--- src/rtl/key_event_pkg.sv ---
// Shared definitions for the key event queue: event type codes, FSM state
// encoding and the 7-bit event record {type, code} stored in the FIFO.
// Imported by key_event_fifo's users and by key_event_queue.
package key_event_pkg;

    localparam int CODE_W = 5;
    localparam int TYPE_W = 2;
    localparam int EV_W   = TYPE_W + CODE_W;

    // Event type field; 2'b00 never enters the FIFO and marks an empty head.
    localparam logic [TYPE_W-1:0] EV_NONE    = 2'b00;
    localparam logic [TYPE_W-1:0] EV_PRESS   = 2'b01;
    localparam logic [TYPE_W-1:0] EV_REPEAT  = 2'b10;
    localparam logic [TYPE_W-1:0] EV_RELEASE = 2'b11;

    // Key tracking FSM states.
    localparam logic [1:0] ST_IDLE   = 2'd0;
    localparam logic [1:0] ST_HELD   = 2'd1;
    localparam logic [1:0] ST_REPEAT = 2'd2;

    // One queued event; packs to exactly EV_W bits with type in the MSBs.
    typedef struct packed {
        logic [TYPE_W-1:0] ev_type;
        logic [CODE_W-1:0] code;
    } event_t;

    function automatic event_t make_event(input logic [TYPE_W-1:0] t,
                                          input logic [CODE_W-1:0] c);
        event_t e;
        e.ev_type = t;
        e.code    = c;
        return e;
    endfunction

endpackage

--- src/rtl/key_event_fifo.sv ---
// Purpose     : synchronous first-word-fall-through FIFO with a registered head.
// Latency     : a push into an empty FIFO is visible on head_dat the cycle after the push edge.
// Backpressure: push while full without a same-cycle pop is ignored (caller flags the drop);
//               pop while empty is ignored.
// Ports: clk/rst_n clock and async active-low reset; push/push_dat write side;
//        pop read side; head_dat registered head entry (zero when empty);
//        empty/full status; count number of stored entries.
module key_event_fifo #(
    parameter int DEPTH = 4,
    parameter int W     = 7
) (
    input  logic                   clk,
    input  logic                   rst_n,
    input  logic                   push,
    input  logic [W-1:0]           push_dat,
    input  logic                   pop,
    output logic [W-1:0]           head_dat,
    output logic                   empty,
    output logic                   full,
    output logic [$clog2(DEPTH):0] count
);

    localparam int PTR_W = $clog2(DEPTH);
    localparam int CNT_W = PTR_W + 1;

    logic [W-1:0]     mem [DEPTH];
    logic [PTR_W-1:0] wr_ptr;
    logic [PTR_W-1:0] rd_ptr;
    logic [CNT_W-1:0] count_q;
    logic [W-1:0]     head_q;

    logic             do_push;
    logic             do_pop;
    logic [PTR_W-1:0] rd_ptr_nxt;
    logic [CNT_W-1:0] count_nxt;
    logic [W-1:0]     head_nxt;

    assign empty = (count_q == '0);
    assign full  = (count_q == CNT_W'(DEPTH));

    // A full FIFO still accepts a push when the head leaves in the same cycle.
    assign do_pop  = pop && !empty;
    assign do_push = push && (!full || do_pop);

    always_comb begin
        rd_ptr_nxt = do_pop ? rd_ptr + PTR_W'(1) : rd_ptr;

        count_nxt = count_q;
        case ({do_push, do_pop})
            2'b10:   count_nxt = count_q + CNT_W'(1);
            2'b01:   count_nxt = count_q - CNT_W'(1);
            default: count_nxt = count_q;
        endcase

        // The head register tracks the entry at the next read pointer. When
        // the entry being written lands exactly there (empty FIFO, or the last
        // entry leaving), it is forwarded straight from push_dat.
        if (count_nxt == '0) begin
            head_nxt = '0;
        end else if (do_push && (wr_ptr == rd_ptr_nxt)) begin
            head_nxt = push_dat;
        end else begin
            head_nxt = mem[rd_ptr_nxt];
        end
    end

    // Storage needs no reset: entries are only observed through head_q,
    // which is forced to zero whenever the FIFO is empty.
    always_ff @(posedge clk) begin
        if (do_push) begin
            mem[wr_ptr] <= push_dat;
        end
    end

    always_ff @(posedge clk or negedge rst_n) begin
        if (!rst_n) begin
            wr_ptr  <= '0;
            rd_ptr  <= '0;
            count_q <= '0;
            head_q  <= '0;
        end else begin
            if (do_push) begin
                wr_ptr <= wr_ptr + PTR_W'(1);
            end
            rd_ptr  <= rd_ptr_nxt;
            count_q <= count_nxt;
            head_q  <= head_nxt;
        end
    end

    assign head_dat = head_q;
    assign count    = count_q;

endmodule

--- src/rtl/key_event_queue.sv ---
// Purpose     : turns the scanner's debounced key level into PRESS/REPEAT/RELEASE events and queues them.
// Latency     : key_ready sampled at edge N -> PRESS written at edge N+1 -> ev_valid high after N+1.
// Backpressure: consumer pops with rd_en at its own pace; an event arriving at a full queue
//               with no same-cycle pop is dropped and the sticky overflow flag is set.
// Ports: clk/rst_n clock and async active-low reset; key_ready/key_code scanner inputs;
//        rep_en enables auto-repeat; rd_en pops the head; ev_valid/ev_code/ev_type head event;
//        ev_count queue occupancy; overflow sticky drop flag, cleared by ovf_clr.
module key_event_queue
    import key_event_pkg::*;
#(
    parameter int DEPTH         = 4,
    parameter int REPEAT_DELAY  = 25000000,
    parameter int REPEAT_PERIOD = 10000000,
    parameter int CNT_W         = 25
) (
    input  logic                   clk,
    input  logic                   rst_n,
    input  logic                   key_ready,
    input  logic [CODE_W-1:0]      key_code,
    input  logic                   rep_en,
    input  logic                   rd_en,
    output logic                   ev_valid,
    output logic [CODE_W-1:0]      ev_code,
    output logic [TYPE_W-1:0]      ev_type,
    output logic [$clog2(DEPTH):0] ev_count,
    output logic                   overflow,
    input  logic                   ovf_clr
);

    // Input stage: every FSM decision is taken on these registered copies.
    logic              r_ready;
    logic [CODE_W-1:0] r_code;

    // Key tracking state.
    logic [1:0]        state;
    logic [1:0]        state_nxt;
    logic [CODE_W-1:0] cur;
    logic [CODE_W-1:0] cur_nxt;
    logic [CNT_W-1:0]  cnt;
    logic [CNT_W-1:0]  cnt_nxt;
    logic [CNT_W-1:0]  cnt_limit;
    logic              key_gone;

    // FIFO interface.
    logic              push;
    event_t            push_ev;
    event_t            head_ev;
    logic              fifo_empty;
    logic              fifo_full;
    logic              drop;
    logic              overflow_q;

    always_ff @(posedge clk or negedge rst_n) begin
        if (!rst_n) begin
            r_ready <= 1'b0;
            r_code  <= '0;
        end else begin
            r_ready <= key_ready;
            r_code  <= key_code;
        end
    end

    // A held key ends either by being released or by the scanner reporting a
    // different code (roll-over); both close the current key with a RELEASE.
    assign key_gone = !r_ready || (r_code != cur);

    // First repeat waits REPEAT_DELAY cycles, later ones REPEAT_PERIOD.
    assign cnt_limit = (state == ST_HELD) ? CNT_W'(REPEAT_DELAY - 1)
                                          : CNT_W'(REPEAT_PERIOD - 1);

    always_comb begin
        state_nxt = state;
        cur_nxt   = cur;
        cnt_nxt   = cnt;
        push      = 1'b0;
        push_ev   = make_event(EV_NONE, '0);

        case (state)
            ST_IDLE: begin
                if (r_ready) begin
                    push      = 1'b1;
                    push_ev   = make_event(EV_PRESS, r_code);
                    cur_nxt   = r_code;
                    cnt_nxt   = '0;
                    state_nxt = ST_HELD;
                end
            end

            ST_HELD, ST_REPEAT: begin
                // Release/change outranks a repeat due in the same cycle, so
                // at most one push is ever issued. After a roll-over, IDLE
                // picks up the new code on the following cycle.
                if (key_gone) begin
                    push      = 1'b1;
                    push_ev   = make_event(EV_RELEASE, cur);
                    cnt_nxt   = '0;
                    state_nxt = ST_IDLE;
                end else if (!rep_en) begin
                    cnt_nxt = '0;
                end else if (cnt == cnt_limit) begin
                    push      = 1'b1;
                    push_ev   = make_event(EV_REPEAT, cur);
                    cnt_nxt   = '0;
                    state_nxt = ST_REPEAT;
                end else begin
                    cnt_nxt = cnt + CNT_W'(1);
                end
            end

            default: begin
                state_nxt = ST_IDLE;
                cnt_nxt   = '0;
            end
        endcase
    end

    always_ff @(posedge clk or negedge rst_n) begin
        if (!rst_n) begin
            state <= ST_IDLE;
            cur   <= '0;
            cnt   <= '0;
        end else begin
            state <= state_nxt;
            cur   <= cur_nxt;
            cnt   <= cnt_nxt;
        end
    end

    key_event_fifo #(
        .DEPTH (DEPTH),
        .W     (EV_W)
    ) u_fifo (
        .clk      (clk),
        .rst_n    (rst_n),
        .push     (push),
        .push_dat (push_ev),
        .pop      (rd_en),
        .head_dat (head_ev),
        .empty    (fifo_empty),
        .full     (fifo_full),
        .count    (ev_count)
    );

    // Mirrors the FIFO's accept rule: a push is lost only when the queue is
    // full and the head is not leaving in the same cycle.
    assign drop = push && fifo_full && !(rd_en && !fifo_empty);

    // Sticky drop flag; a drop in the clearing cycle keeps it set.
    always_ff @(posedge clk or negedge rst_n) begin
        if (!rst_n) begin
            overflow_q <= 1'b0;
        end else if (drop) begin
            overflow_q <= 1'b1;
        end else if (ovf_clr) begin
            overflow_q <= 1'b0;
        end
    end

    assign ev_valid = !fifo_empty;
    assign ev_code  = head_ev.code;
    assign ev_type  = head_ev.ev_type;
    assign overflow = overflow_q;

endmodule

--- config.mk ---
export PLATFORM = sky130hd
export DESIGN_NAME = key_event_queue
export DESIGN_NICKNAME = d
export VERILOG_FILES = /design/src/rtl/key_event_pkg.sv /design/src/rtl/key_event_fifo.sv /design/src/rtl/key_event_queue.sv
export SDC_FILE = /design/constraint.sdc
export NUM_CORES = 1
export LEC_CHECK = 0
export CAP_MARGIN = 20
export CORE_UTILIZATION = 40
export DETAILED_ROUTE_END_ITERATION = 10
export GPL_TIMING_DRIVEN = 0
export PLACE_DENSITY_LB_ADDON = 0.08
export SLEW_MARGIN = 20
export SYNTH_ARGS = -nofsm -noshare
export SYNTH_HDL_FRONTEND = slang
export SYNTH_HIERARCHICAL = 1
export SYNTH_SLANG_ARGS = --single-unit
--- constraint.sdc ---
create_clock -name clk -period 4.8 [get_ports clk]
set_input_delay 0.96 -clock clk [delete_from_list [all_inputs] [get_ports clk]]
set_output_delay 0.96 -clock clk [all_outputs]
set_load 0.02 [all_outputs]
After elaboration in Yosys (flattened, before gate mapping)
Memory sizes are Yosys's and may differ from the RTL's.
Index checks and enable logic that the tools add are counted.
{"block": "totals", "mem_bits_rw": 28, "input_bits": 11, "output_inout_bits": 12, "wordCells": 74, "ff_bits": 53, "mem_count": 1}
{"name": "u_fifo.mem", "words": 4, "word_bits": 7, "rd": 1, "rd_ports_with_merged_regs": 0, "wr": 1, "line": "key_event_fifo.sv:26", "text": "logic [W-1:0] mem [DEPTH];"}
{"block": "op_classes", "n_eq_ne": 11, "mux": 29, "reduce_logical": 18, "addsub": 5}
{"operator": "$mux 25", "count": 5}
{"operator": "$pmux 25 s2", "count": 1}
{"operator": "$mux 7", "count": 5}
{"operator": "$add 25x1->25 const B", "count": 1}
{"operator": "$eq 25x25->1", "count": 1}
{"operator": "$pmux 7 s2", "count": 1}
{"operator": "$mux 2", "count": 5}
{"operator": "$mux 1", "count": 8}
{"operator": "$logic_not 3->1", "count": 2}
{"operator": "$mux 6", "count": 1}
{"operator": "$ne 3x3->1 const B", "count": 2}
{"operator": "$pmux 3 s2", "count": 1}
{"operator": "$logic_and 1x1->1", "count": 5}
{"operator": "$ne 5x5->1", "count": 1}
{"operator": "$add 2x1->2 const B", "count": 2}
{"operator": "$eq 2x1->1 const B", "count": 2}
{"operator": "$eq 2x2->1 const B", "count": 2}
{"operator": "$logic_not 1->1", "count": 4}
{"operator": "$pmux 2 s2", "count": 1}
{"operator": "$add 3x1->3 const B", "count": 1}
{"operator": "$eq 3x3->1 const B", "count": 1}
{"operator": "$reduce_and 3->1", "count": 1}
{"operator": "$sub 3x1->3 const B", "count": 1}
{"operator": "$eq 2x2->1", "count": 1}
{"operator": "other kinds (7)", "count": 8}

Depth between registers and ports, before layout
{"block": "logic_depth", "depth_word": 12, "mapped_depth": 18, "ltp_nobuf": 16}

Hierarchy
Netlist, hierarchy kept.
{"module": "key_event_queue", "seq_area_each_um2": 975.9, "area_per_inst_um2": 2293.4, "instances": 1, "cells_each": 245}
{"module": "key_event_fifo", "seq_area_each_um2": 1191.1, "area_per_inst_um2": 2089.5, "instances": 1, "cells_each": 176}

Worst setup path after synthesis
Ideal clock, no wire load.
{"block": "synth_timing", "kind": "reg-to-reg", "start": "register state[0]", "end": "register u_fifo.head_q[0] (netlist: u_fifo/head_dat[0])", "setup_time_ps": 120, "arrival_ps": 3892, "path_buffers": 2, "setup_slack_ps": 788, "required_time_ps": 4680, "stages_incl_launch_ff": 18, "synth_period_minus_slack_ps": 4012, "path_cell_list": "dfrtp_1 > ha_1 > or4bb_1 > a2111oi_4 > o2111ai_2 > a21oi_4 > nand2b_1 > o21ai_1 > clkbuf_1 > ha_1 > inv_1 > fa_1 > xor2_1 > nor2_1 > xor2_1 > or3_1 > clkbuf_1 > o211a_1"}
{"block": "synth_via", "elab_chain_len": 12, "word_cells_on_any_way": 22, "cone_classes": "eq/ne (5); mux (12); reduce/logical (5)"}
{"item": "start: declaration", "line": "key_event_queue.sv:35", "text": "logic [1:0] state;"}
{"item": "start signal: assignment", "line": "key_event_queue.sv:123", "text": "state <= state_nxt;"}
{"item": "$eq 2x1->1", "line": "key_event_queue.sv:68, key_event_queue.sv:78"}
{"item": "$mux 25", "line": "key_event_queue.sv:68", "text": "assign cnt_limit = (state == ST_HELD) ? CNT_W'(REPEAT_DELAY - 1)"}
{"item": "$eq 25x25->1", "line": "key_event_queue.sv:100", "text": "end else if (cnt == cnt_limit) begin"}
{"item": "$mux 1", "line": "key_event_queue.sv:100"}
{"item": "$mux 1", "line": "key_event_queue.sv:98", "text": "end else if (!rep_en) begin"}
{"item": "$mux 1", "line": "key_event_queue.sv:93", "text": "if (key_gone) begin"}
{"item": "$pmux 1 s2 *", "line": "key_event_queue.sv:78", "text": "case (state)"}
{"item": "via push", "line": "key_event_queue.sv:45", "text": "logic push;"}
{"item": "$logic_and 1x1->1 *", "line": "key_event_fifo.sv:43", "text": "assign do_push = push && (!full || do_pop);"}
{"item": "$eq 2x1->1 or $eq 2x2->1 (tied branches)", "line": "key_event_fifo.sv:49", "text": "case ({do_push, do_pop})"}
{"item": "$pmux 3 s2 *", "line": "key_event_fifo.sv:49"}
{"item": "via u_fifo.count_nxt[2]", "line": "key_event_fifo.sv:35", "text": "logic [CNT_W-1:0] count_nxt;"}
{"item": "$logic_not 3->1 *", "line": "key_event_fifo.sv:58", "text": "if (count_nxt == '0) begin"}
{"item": "$mux 7 *", "line": "key_event_fifo.sv:58"}
{"item": "via u_fifo.head_nxt[0]", "line": "key_event_fifo.sv:36", "text": "logic [W-1:0] head_nxt;"}
{"item": "end signal: assignment", "line": "key_event_fifo.sv:87", "text": "head_q <= head_nxt;"}
{"item": "end: declaration", "line": "key_event_fifo.sv:30", "text": "logic [W-1:0] head_q;"}
Mark *: on every way through the listed nets, which the timed path passes. The rest lies on a longest branch.
A chain may end at the register's enable or synchronous reset.

Worst setup path after layout
{"block": "layout_timing", "start": "register state[0]", "end": "register u_fifo.head_q[1] (netlist: u_fifo/head_dat[1])"}
The elaborated chain is that of the path after synthesis.

==> flow_metrics.tcl <==
set metrics [dict create \
    coreArea_um2 10500 \
    netlist_area_um2 4380 \
    fin_hold_ws_ns 0.560 \
    grt_max_degree 54 \
    finalSetupTns_ns 0 \
    worstMarginPinSlew_ns 0.880 \
    area_growth_pct 14.2 \
    ys_ff_latch 81 \
    synth_cell_type_count 59 \
    cts_tree "done" \
    fin_worst_skew_ns 0.0150 \
    cp_cell_sequence "ha_1 -> or4bb_1 -> a2111oi_4 -> o2111ai_4 -> a21oi_4 -> nand2b_1 -> o21ai_1 -> buf_2 -> ha_1 -> inv_1 -> fa_1 -> xor2_1 -> nor2_1 -> xor2_1 -> or3_1 -> clkbuf_1 -> o211a_1" \
    numClockSinks 81 \
    viasPerCell 5.68 \
    drt_wl_total_um 9910 \
    rsz0062_at_grt "false" \
    leakage_nw 1.93 \
    layout-drive-gt1-share 0.0866 \
    fin_area_um2 5010 \
    finalCritPeriodShare 0.909 \
    wl_per_cell_um 16.6 \
    crit_path_max_incr_delay_ns 0.59 \
    root_buffer "clkbuf_8" \
    cp-start-kind "flip-flop" \
    async_reset_ff_frac 0.654 \
    final_common_cell "dfrtp_1" \
    cts.htree.levels 3 \
    initial_core_util 0.419 \
    syn_area_per_cell_um2 10.4 \
    dieArea_um2 11400 \
    drt_iter0_drc 163 \
    crit_buf_inv 3 \
    synth_flop_cell "dfrtp_1" \
    yosysSeqAreaShare 0.494 \
    slew_viol_final 0 \
    synth_cells 421 \
    grt_usage 0.186 \
    cap_violations 0 \
    antenna_left 0 \
    clk_latency_ns 0.35 \
    syn_nets 442 \
    max_freq_mhz 229 \
    min_from "cur[0]" \
    drc 0 \
    port_buffers 22 \
    finalPower_w 0.00279 \
    dr_total_vias 3398 \
    crit_required_ns 5.04 \
    finalCriticalPeriod_ns 4.36 \
    critPathLaunch "state[0]" \
    layout.nets 478 \
    overflow 0 \
    antenna_found_initial 0 \
    critPathArrivalTime_ns 4.60 \
    antenna_cells 0 \
    grt_pass1_vias 3139 \
    postPlaceCellArea_um2 4770 \
    io_pins 23 \
    first_pass_iters 5 \
    die_y_um 107 \
    status "complete, no violations" \
    setup_violations 0 \
    grt_pass1_wl_um 16400 \
    numCtsBuffers 9 \
    hold_path.class "flip-flop to flip-flop" \
    path_max_fanout 10 \
    ir_drop_mv 0.227 \
    final-hold-violation-count 0 \
    power_density_nw_per_um2 557 \
    r2r-start "state[0]" \
    critPathKind "flip-flop to flip-flop" \
    path_clk_slew_ns 0.08 \
    hpwl_um 7150 \
    synth_edf_count 28 \
    cp-end-kind "flip-flop" \
    fp.dieW_um 107 \
    path_delay_family "compound AO/OA/AOI/OAI gates" \
    mostFrequentLayoutCells "dfrtp_1 (53), nand2_1 (36), nor2_1 (31), edfxtp_1 (28), o21ai_0 (22)" \
    clock_path_buffers 2 \
    relSlewSlack 0.409 \
    slowest_stage "or4bb_1" \
    finish.utilization 0.478 \
    ys_warn_count 6 \
    num_rows 37 \
    place_congestion 0.878 \
]
[synth_stat cells, types with 8 or more instances]
library cell	n	share of area
a211o_1	8	0.016
or3_1	10	0.014
nand4_1	12	0.017
xnor2_1	15	0.030
dfrtp_1	53	0.30
clkbuf_1	22	0.019
inv_1	16	0.014
mux2i_1	11	0.025
o21ai_0	22	0.025
nor3_1	18	0.021
edfxtp_1	28	0.19
ha_1	9	0.026
nor2_1	31	0.027
nand3_1	16	0.018
nand2_1	36	0.031
a22oi_1	11	0.019
[where the power goes]
group | switching [W] | internal (W)
clock | 0.000263 | 0.000244
sequential | 0.000110 | 0.000954
combinational | 0.000704 | 0.000516
total | 0.00108 | 0.00171
[per-layer routing]
| layer | track usage | part of all wire |
|---|---|---|
| met5 | 0 | 0 |
| met4 | 0.0597 | 0.012 |
| met3 | 0.0347 | 0.053 |
| met2 | 0.266 | 0.42 |
| met1 | 0.280 | 0.51 |
[per-stage QoR]
stage	instances	setup WS, ns
after floorplan	421	0.788
after global placement	579	0.112
after detailed placement	579	0.0263
after CTS	595	0.0237
after global routing	598	0.0212
final	598	0.436
[cells by family (layout without fill, tap and decap cells)]
logic type / count (synthesis) / count (layout) / share of synthesized area
xor gates and xnor gates: 21 / 21 / 0.0420
AOI/OAI and AO/OA: 95 / 95 / 0.173
buffers and inverters: 42 / 83 / 0.0365
DFF: 81 / 81 / 0.494
and+or+nand+nor: 155 / 155 / 0.183
muxes: 17 / 17 / 0.0405
adders and majority gates: 10 / 10 / 0.0303
[sequential cells by signal (all words and copies together) (netlist names)]
signal and flops:
cur 5, cnt 25, r_code 5, u_fifo/count 3, state 2, u_fifo/rd_ptr 2, u_fifo/wr_ptr 2, u_fifo/head_dat 7
overflow 1, u_fifo/mem 28, r_ready 1
[layout make-up]
class / instances / area (um^2)
well taps: 136 / 170
inverters: 17 / 63.8
plain buffers: 25 / 97.6
multi-input cells: 298 / 2070
clock inverters: 7 / 76.3
fillers: 1010 / 5460
clock buffers: 9 / 124
repair buffers: 25 / 240
flip-flops and latches: 81 / 2170
[final timing paths]
kind	end	slack, ns	cells after the start
worst max register to register	u_fifo/head_dat[1]	0.44	17
worst min-delay path	cur[0]	0.56	1
worst min register to register	cur[0]	0.56	1
max in group asynchronous	state[0]	3.68	1
worst max-delay path	u_fifo/head_dat[1]	0.44	17
min in group asynchronous	u_fifo/head_dat[4]	0.63	1
[what timing repair did]
item | in CTS | in global routing
resized for setup | 0 | 4
endpoints found under the setup margin | 0 | 7
hold buffers | 0 | 0
buffers inserted | 0 | 3
endpoints found under the hold margin | 0 | 0
Power figures use the tool's default switching activity.
